### config.mk
export PLATFORM = sky130hd
export DESIGN_NAME = pixel_serializer
export DESIGN_NICKNAME = d
export VERILOG_FILES = /design/src/rtl/pixel_pkg.sv /design/src/rtl/pixel_ser_slot.sv /design/src/rtl/pixel_serializer.sv
export SDC_FILE = /design/constraint.sdc
export NUM_CORES = 1
export LEC_CHECK = 0
export CORE_MARGIN = 2
export CORE_UTILIZATION = 48
export DETAILED_ROUTE_END_ITERATION = 10
export PLACE_DENSITY = 0.75
export SYNTH_ARGS = -nofsm -noshare
export SYNTH_HDL_FRONTEND = slang
export SYNTH_SLANG_ARGS = --single-unit
### constraint.sdc
create_clock -name clk -period 1.6 [get_ports clk]
set_input_delay 0.32 -clock clk [delete_from_list [all_inputs] [get_ports clk]]
set_output_delay 0.32 -clock clk [all_outputs]
set_load 0.02 [all_outputs]
### src/rtl/pixel_pkg.sv
// Package: pixel_pkg
// Shared pixel type and lane-selection helper for the pixel serializer slice.
package pixel_pkg;

    localparam int PIX_CW    = 8;
    localparam int MAX_LANES = 32;

    typedef struct packed {
        logic [PIX_CW-1:0] r;
        logic [PIX_CW-1:0] g;
        logic [PIX_CW-1:0] b;
    } rgb_px_t;

    // Index of the next lane to emit: highest set bit when msb_first, else lowest.
    // Returns 0 for an empty mask; callers qualify with their own valid flag.
    function automatic int first_lane(input logic [MAX_LANES-1:0] mask,
                                      input int                   lanes,
                                      input logic                 msb_first);
        int idx;
        idx = 0;
        if (msb_first) begin
            for (int i = 0; i < MAX_LANES; i++) begin
                if (i < lanes && mask[i]) idx = i;
            end
        end else begin
            for (int i = MAX_LANES - 1; i >= 0; i--) begin
                if (i < lanes && mask[i]) idx = i;
            end
        end
        return idx;
    endfunction

endpackage

### src/rtl/pixel_ser_slot.sv
// Module: pixel_ser_slot
// One ping-pong buffer slot: holds a packed word, the mask of lanes still to be
// emitted and the end-of-line tag, and presents the next pixel in emission order.
module pixel_ser_slot
    import pixel_pkg::*;
#(
    parameter int LANES     = 4,
    parameter int CW        = 8,
    parameter bit MSB_FIRST = 1'b1
) (
    input  logic                clk,
    input  logic                rst_n,
    input  logic                load,
    input  logic [LANES*CW-1:0] load_r,
    input  logic [LANES*CW-1:0] load_g,
    input  logic [LANES*CW-1:0] load_b,
    input  logic [LANES-1:0]    load_keep,
    input  logic                load_last,
    input  logic                pop,
    output logic                loaded,
    output logic [CW-1:0]       px_r,
    output logic [CW-1:0]       px_g,
    output logic [CW-1:0]       px_b,
    output logic                px_last,
    output logic                px_final
);

    localparam int LW = $clog2(LANES);

    typedef enum logic {
        SLOT_EMPTY,
        SLOT_LOADED
    } slot_state_t;

    slot_state_t         state;
    slot_state_t         state_next;
    logic [LANES*CW-1:0] data_r;
    logic [LANES*CW-1:0] data_g;
    logic [LANES*CW-1:0] data_b;
    logic [LANES-1:0]    mask;
    logic [LANES-1:0]    mask_after_pop;
    logic                last_flag;
    logic [LW-1:0]       lane;

    // Pick the lane to present and the mask that remains once it transfers
    always_comb begin
        lane           = LW'(first_lane(MAX_LANES'(mask), LANES, MSB_FIRST));
        mask_after_pop = mask & ~(LANES'(1) << lane);
    end

    assign px_r     = data_r[int'(lane)*CW +: CW];
    assign px_g     = data_g[int'(lane)*CW +: CW];
    assign px_b     = data_b[int'(lane)*CW +: CW];
    assign px_final = (mask_after_pop == '0);
    assign px_last  = last_flag & px_final;
    assign loaded   = (state == SLOT_LOADED);

    // Slot occupancy register
    always_ff @(posedge clk or negedge rst_n) begin
        if (!rst_n) state <= SLOT_EMPTY;
        else        state <= state_next;
    end

    // Slot fills on a kept word and empties when its final kept lane transfers
    always_comb begin
        state_next = state;
        case (state)
            SLOT_EMPTY:  if (load)             state_next = SLOT_LOADED;
            SLOT_LOADED: if (pop && px_final)  state_next = SLOT_EMPTY;
            default:                           state_next = SLOT_EMPTY;
        endcase
    end

    // Word capture on load; retire the presented lane on each output transfer
    always_ff @(posedge clk or negedge rst_n) begin
        if (!rst_n) begin
            data_r    <= '0;
            data_g    <= '0;
            data_b    <= '0;
            mask      <= '0;
            last_flag <= 1'b0;
        end else if (load) begin
            data_r    <= load_r;
            data_g    <= load_g;
            data_b    <= load_b;
            mask      <= load_keep;
            last_flag <= load_last;
        end else if (pop) begin
            mask      <= mask_after_pop;
        end
    end

endmodule

### src/rtl/pixel_serializer.sv
// Module: pixel_serializer
// Turns packed LANES-pixel RGB words into one pixel per cycle through a
// two-slot ping-pong buffer with valid/ready on both sides.
// Optional feature macro: PIXEL_SER_STATS_EN enables the pix_count transfer counter.
module pixel_serializer
    import pixel_pkg::*;
#(
    parameter int LANES     = 4,
    parameter int CW        = 8,
    parameter bit MSB_FIRST = 1'b1
) (
    input  logic                clk,
    input  logic                rst_n,
    input  logic                in_valid,
    output logic                in_ready,
    input  logic [LANES*CW-1:0] in_r,
    input  logic [LANES*CW-1:0] in_g,
    input  logic [LANES*CW-1:0] in_b,
    input  logic [LANES-1:0]    in_keep,
    input  logic                in_last,
    output logic                out_valid,
    input  logic                out_ready,
    output logic [CW-1:0]       out_r,
    output logic [CW-1:0]       out_g,
    output logic [CW-1:0]       out_b,
    output logic                out_last,
    output logic [31:0]         pix_count
);

    typedef enum logic {
        OUT_IDLE,
        OUT_PRESENT
    } out_state_t;

    out_state_t    out_state;
    logic          wr_ptr;
    logic          rd_ptr;
    logic          keep_any;
    logic          accept;
    logic          out_fire;
    logic [1:0]    slot_load;
    logic [1:0]    slot_pop;
    logic [1:0]    slot_loaded;
    logic [1:0]    slot_last;
    logic [1:0]    slot_final;
    logic [CW-1:0] slot_r [2];
    logic [CW-1:0] slot_g [2];
    logic [CW-1:0] slot_b [2];

    // Ready depends only on registered slot state, never on out_ready
    assign in_ready = ~(slot_loaded[0] & slot_loaded[1]);
    assign keep_any = |in_keep;
    assign accept   = in_valid & in_ready;
    assign out_fire = out_valid & out_ready;

    // Route loads to the write slot and output transfers to the read slot;
    // zero-keep words are accepted but never occupy a slot
    always_comb begin
        slot_load         = '0;
        slot_pop          = '0;
        slot_load[wr_ptr] = accept & keep_any;
        slot_pop[rd_ptr]  = out_fire;
    end

    for (genvar s = 0; s < 2; s++) begin : g_slot
        pixel_ser_slot #(
            .LANES     (LANES),
            .CW        (CW),
            .MSB_FIRST (MSB_FIRST)
        ) u_slot (
            .clk       (clk),
            .rst_n     (rst_n),
            .load      (slot_load[s]),
            .load_r    (in_r),
            .load_g    (in_g),
            .load_b    (in_b),
            .load_keep (in_keep),
            .load_last (in_last),
            .pop       (slot_pop[s]),
            .loaded    (slot_loaded[s]),
            .px_r      (slot_r[s]),
            .px_g      (slot_g[s]),
            .px_b      (slot_b[s]),
            .px_last   (slot_last[s]),
            .px_final  (slot_final[s])
        );
    end

    // Output stage presents the head slot directly, so a word shows up the cycle
    // after it is accepted and stays put while the consumer stalls
    always_comb begin
        out_state = slot_loaded[rd_ptr] ? OUT_PRESENT : OUT_IDLE;
        out_valid = (out_state == OUT_PRESENT);
        out_r     = out_valid ? slot_r[rd_ptr] : '0;
        out_g     = out_valid ? slot_g[rd_ptr] : '0;
        out_b     = out_valid ? slot_b[rd_ptr] : '0;
        out_last  = out_valid & slot_last[rd_ptr];
    end

    // Ping-pong pointers: write advances per stored word, read per drained word
    always_ff @(posedge clk or negedge rst_n) begin
        if (!rst_n) begin
            wr_ptr <= 1'b0;
            rd_ptr <= 1'b0;
        end else begin
            if (accept && keep_any)              wr_ptr <= ~wr_ptr;
            if (out_fire && slot_final[rd_ptr])  rd_ptr <= ~rd_ptr;
        end
    end

`ifdef PIXEL_SER_STATS_EN
    logic [31:0] pix_count_q;

    // Free-running count of output transfers, wrapping naturally at 2^32
    always_ff @(posedge clk or negedge rst_n) begin
        if (!rst_n)        pix_count_q <= '0;
        else if (out_fire) pix_count_q <= pix_count_q + 32'd1;
    end

    assign pix_count = pix_count_q;
`else
    assign pix_count = 32'd0;
`endif

`ifndef SYNTHESIS
    zero_keep_last_dropped: assert property (@(posedge clk) disable iff (!rst_n)
        !(in_valid && in_ready && !keep_any && in_last))
        else $warning("pixel_serializer: in_last on a zero-keep word is dropped");
`endif

endmodule

==> impl_results.md <==
* Outcome: finished with violations
* Failing checks: negative setup slack
* Setup slack, reg-to-reg at -0.39 ns
* Worst min-delay path category: in2async
* Ys async rst share at 100%
* Min Hold Slack at 0.198 ns
* Initial antenna violation count at 4
* Area share of the largest cell type after synthesis at 53.2%
* FF+latch count, synth at 206
* Core Rows at 51
* Largest cells by area after synthesis: dfrtp_1, mux2_1, mux2_2, o22ai_1, buf_8
* Core outline area at 19700 um^2
* Global-route usage over all layers at 29.6%
* Start point of the critical path: g_slot[1].u_slot.mask[1]$_DFFE_PN0P_
* Multiplexer fraction of the synthesized cell area at 26.1%
* Final-report hold violation count at 0
* Number of nets in the final layout at 1061
* FF-to-FF Start: g_slot[0].u_slot.mask[1]$_DFFE_PN0P_
* Most used flip-flop cell after synthesis: dfrtp_1
* Antenna viol nets, final at 0
* Global route total overflow at 0
* Synth Area in Adders at 0.103%
* RSZ-0062 raised after global routing: yes
* Crit start category: register
* Die outline width at 146 um
* Post-synthesis to final-layout area growth at 53.8%
* Synthesized area divided by synthesized cell count at 13.5 um^2
* Worst endpoint data arrival time at 2.02 ns
* Die outline area at 21400 um^2
* Number of global-route vias before repair at 8097
* Commonest cells post-synth: dfrtp_1, mux2_1, mux2_2, o22ai_1, buf_4
* Cts bufs inserted at 23
* Number of I/O port buffers at 131
* Crit path time final at 2.34 ns
* Clk_lat worst skew at 0.52 ns
* Compound-gate portion of the synthesized area at 9.74%
* Setup TNS Final at -54.94 ns
* Fraction of synthesized cell area in xor and xnor cells at 0.0903%
* Global-route wire length before repair at 48400 um
* Critical Path Slowest Stage Cell: dfrtp_2
* Number of sinks handled by clock tree synthesis at 206
* Critical path fanouts, max at 6
* Cell type contributing the most total cell area after synthesis: dfrtp_1
* Number of enable-type register cells in the synthesized netlist at 0
* Cell area power density at 2430 nW/um^2
* CTS H-tree depth at 1
* Reported max-cap violation count at 0
* Synthesis Warnings at 0
* Dominant combinational cell family by area after synthesis: multiplexers
* Root buffer selected by CTS: clkbuf_16
* Design Area, Final at 14900 um^2
* Sequential area share after synthesis at 53.2%
* Cell variety after synth at 43
* DIE HEIGHT at 146 um
* Number of DRC markers after the initial detailed-route iteration at 566
* Cell area after placement at 11800 um^2
* DR vias at 7546
* Largest net degree at the start of global routing at 77
* VDD IR max at 1580 uV
* Cells along the critical path: mux2_2, o211ai_1, a311oi_4, buf_6
* Simple-gate share of the synthesized area at 3.36%
* Top-count cell post-synth: dfrtp_1
* Worst endpoint required time at 1.28 ns
* Total iterations of the first detailed-routing run at 5
* Filler cells at 1053
* Synthesized cell area at 9700 um^2
* Initial core utilization at 49.3%
* Average wire per cell in the routed design at 28.8 um
* Clock-pin slew reported for the worst setup and hold paths after clock tree synthesis at 0.06 ns
* Upper clock frequency limit at 427 MHz
* Layout cell share with drive strength beyond 1 at 51.6%
* RD Place Congestion at 0.871
* Mapped Cells at 719
* End-of-flow core utilization at 75.9%
* Clock skew at 0.0121 ns
* Total setup violations reported at the end of the flow at 230
* Reported leakage power at 0.00694 uW
* Category of the critical setup timing path: reg2out
* DRC violation count after routing at 0
* Placed wire-length estimate after detailed placement at 17100 um
* Number of ports placed on the die boundary at 164
* Number of buffers on the longest clock path at 3
* Max-slew violation count at 0
* Detailed-route wire length at 35600 um
* Setup WS post-layout at -0.742 ns
* Detail-routed via count per cell at 6.12
* Fraction of the cycle the final worst path needs at 146%
* TritonCTS clock tree: built
* Total power after layout at 36300 uW
* Delay contributed by the slowest stage of the critical path at 0.52 ns
* Crit end category: output pin
[cell usage in the layout, fill, tap and decap left out, drive strengths merged, types with 6 or more instances in the layout]
cell type,synthesis,routed
clkbuf,21,45
o22ai,46,46
mux2i,8,8
dfrtp,206,206
a211oi,23,23
inv,7,8
o21ai,26,26
conb,1,32
clkdlybuf4s50,0,99
mux2,218,218
o221ai,21,21
nor2b,26,26
nand2b,6,6
nand2,12,12
buf,65,148
[final timing paths]
| check | end | depth (start not counted) |
|---|---|---|
| max | out_b[3] | 4 |
| min | g_slot[1].u_slot.data_b[30]$_DFFE_PN0P_ | 2 |
| max reg2reg | g_slot[0].u_slot.loaded$_DFF_PN0_ | 11 |
| min reg2reg | g_slot[0].u_slot.data_r[0]$_DFFE_PN0P_ | 1 |
| max in group asynchronous | g_slot[1].u_slot.data_g[16]$_DFFE_PN0P_ | 3 |
| min in group clk | g_slot[0].u_slot.mask[1]$_DFFE_PN0P_ | 3 |
[kinds of logic after synthesis]
| family | Yosys count |
|---|---|
| adder cells (fa/ha/maj) | 1 |
| XOR/XNOR | 1 |
| flip-flops | 206 |
| multiplexers | 226 |
| buffers and inverters | 93 |
| AND/OR/NAND/NOR | 55 |
| other | 1 |
| AO/OA/AOI/OAI | 136 |
[through the flow]
| step | setup slack [ns] | std cells |
|---|---|---|
| 6_report | -0.742 | 1234 |
| 5_1_grt | -0.764 | 1233 |
| 4_1_cts | -0.704 | 1209 |
| 3_5_place_dp | -0.667 | 1118 |
| 3_3_place_gp | -0.627 | 1118 |
| 2_1_floorplan | -0.0585 | 750 |
[power breakdown]
group	switching [uW]	internal, uW
registers	2030	7930
clock network	2160	3110
logic	9220	11800
total	13400	22900
[registers in the layout, indices dropped and copies added, names as in the netlist]
name and count:
g_slot.u_slot.mask 8, g_slot.u_slot.loaded 2, g_slot.u_slot.data_r 64, wr_ptr 1, g_slot.u_slot.data_b 64, g_slot.u_slot.last_flag 2
g_slot.u_slot.data_g 64, rd_ptr 1
[final cells by class]
| cell class | count | area [um^2] | area share, % |
|---|---|---|---|
| antenna | 3 | 7.51 | 0.0504 |
| clock buffer | 31 | 646 | 4.33 |
| clock inverter | 4 | 73.8 | 0.495 |
| inverter | 7 | 28.8 | 0.193 |
| multi-input combinational | 452 | 5170 | 34.7 |
| sequential | 206 | 5160 | 34.6 |
| tap | 265 | 332 | 2.22 |
| timing repair buffer | 266 | 3490 | 23.4 |
[worst max-delay path, delay by kind of cell, from the launching register on]
family	cells	cell delay, ns
buf+inv	1	0.16
flops	1	0.52
compound gates	2	0.43
mux	1	0.40
[routing by layer]
metal | vias to the layer above | track usage [%] | share of wire [%]
li1 | 3081 | - | -
met1 | 3905 | 37.1 | 39
met2 | 423 | 49.8 | 49
met3 | 135 | 6.97 | 7.8
met4 | 2 | 11.5 | 4.7
met5 | - | 0 | 0.037
[timing repair]
| item | 4_1_cts | 5_1_grt |
|---|---|---|
| hold endpoints to repair | 206 | 0 |
| buffers inserted | 36 | 15 |
| resized for setup | 338 | 156 |
| pin swaps | 25 | 17 |
| gates cloned | 20 | 15 |
| setup endpoints to repair | 224 | 231 |
| hold buffers | 1 | 0 |
No activity file was read; power rests on OpenSTA's default activity.
==> RTL change, RTL diff (config.mk and constraints unchanged) <==
`LANES` is set to 4 in 2 places; all go to 8.
--- a/src/rtl/pixel_ser_slot.sv
+++ b/src/rtl/pixel_ser_slot.sv
@@ -4,7 +4,7 @@
 module pixel_ser_slot
     import pixel_pkg::*;
 #(
-    parameter int LANES     = 4,
+    parameter int LANES     = 8,
     parameter int CW        = 8,
     parameter bit MSB_FIRST = 1'b1
 ) (
--- a/src/rtl/pixel_serializer.sv
+++ b/src/rtl/pixel_serializer.sv
@@ -5,7 +5,7 @@
 module pixel_serializer
     import pixel_pkg::*;
 #(
-    parameter int LANES     = 4,
+    parameter int LANES     = 8,
     parameter int CW        = 8,
     parameter bit MSB_FIRST = 1'b1
 ) (
Ports: changed (resized in_b, in_g, in_keep and in_r); port bits go from 164 to 264. No check against the original RTL was run, so the function may have changed too.
==> RTL change against the unedited design <==
The flow still finishes with violations (setup timing). Clock skew up 0.012 ns. Cell area increased by 110%. Routed wire length increased to 2.8 times the old value. Power up 140%. Sequential power grew 100%. Critical endpoint is now out_r[1]. Worst setup slack worse by 1.1 ns. Die area rose by 92%. Area after synthesis up 95%. Sequential cell count up 200. Global-route usage is 5.4 points higher.
==> RTL change: results (changes against the unedited design) <==
- Status: finished with violations (unchanged)
- Failing checks: setup timing (unchanged)
- Place WS: -1.734 ns (was -0.6666 ns)
- Number of signal-net buffers in the layout: 664 (was 266)
- H-tree depth: 2 (was 1)
- Most frequent cells after synthesis: 642 x nand2_1, 406 x dfrtp_1, 205 x mux2_2 (was 206 x dfrtp_1, 172 x mux2_1, 46 x mux2_2, 46 x o22ai_1, 33 x buf_4)
- Post-synthesis adder-cell area fraction: 0.0005306 (was 0.001032)
- Worst setup margin: -1.853 ns (was -0.7419 ns)
- Router iterations before antenna repair: 7 (was 5)
- GRT Overall Usage: 0.3492 (was 0.2955)
- Syn Inst Count: 1870 (was 719)
- Non-CTS inverters: 17 (was 7)
- CP peak stage delay: 0.68 ns (was 0.52 ns)
- Multi-In Gates: 1319 (was 452)
- # port buffers: 231 (was 131)
- Inserted Diodes: 10 (was 3)
- Grt met1 use: 0.4853 (was 0.3711)
- Post-Place Cells: 2790 (was 1118)
- Xor/xnor share of the synthesized area: 0.0004643 (was 0.0009033)
- #FFs+latches synth: 406 (was 206)
- Multi-input gate area: 0.01089 mm2 (was 0.005174 mm2)
- # nets final: 2657 (was 1061)
- Via Count: 20.15k (was 7546)
- Met3 GRT Util: 0.08304 (was 0.06969)
- Layout clock buffers: 63 (was 31)
- R2R depth: 10 (was 11)
- Fillers: 1798 (was 1053)
- Yosys cell types: 57 (was 43)
- Met2 wire len: 40250 um (was 17260 um)
- Worst setup path end: out_r[1] (was out_b[3])
- Seq/total area: 0.3269 (was 0.3460)
- Non-Clock Buffer Area Fraction: 0.2547 (was 0.2340)
- Gp weighted congestion: 0.9664 (was 0.8705)
- Largest net degree at the start of global routing: 82 (was 77)
- Clock skew: 0.02378 ns (was 0.01209 ns)
- Reg2Reg Capture Point: rd_ptr$_DFFE_PN0P_ (was g_slot[0].u_slot.loaded$_DFF_PN0_)
- LEAKAGE: 14.63 nW (was 6.945 nW)
- Top Registers: g_slot.u_slot.data_b x128, g_slot.u_slot.data_g x128, g_slot.u_slot.data_r x128 (was g_slot.u_slot.data_b x64, g_slot.u_slot.data_g x64, g_slot.u_slot.data_r x64)
- WHS: 0.2167 ns (was 0.1975 ns)
- Post-synthesis sequential area ratio: 0.5385 (was 0.5317)
- Placed inst area: 0.02489 mm2 (was 0.01176 mm2)
- Setup violations, final: 433 (was 230)
[RTL change: cell types whose count changed after synthesis, sizes merged, moves of 27 or more]
cell,before,now
nand2,12,642
dfrtp,206,406
a21oi,1,79
o22ai,46,1
clkbuf,21,63
mux2i,8,45
o211ai,3,35
buf,65,96
o21ai,26,54
nand3,2,29
nor2,0,27
[RTL change: cells by family after synthesis]
group	after synthesis
simple gates	722
flops	406
compound gates	312
mux	251
buf+inv	176
fa+ha+maj	1
other cells	1
xor+xnor	1
[RTL change: power by group through the flow]
stage	Sequential (mW)	Clock (mW)	Combinational [mW]
2_1_floorplan	17.4	0	20.7
3_3_place_gp	18.3	0	35.3
3_5_place_dp	18.4	0	36.0
4_1_cts	18.7	10.1	43.4
5_1_grt	20.3	10.7	55.5
6_report	20.0	10.4	54.9
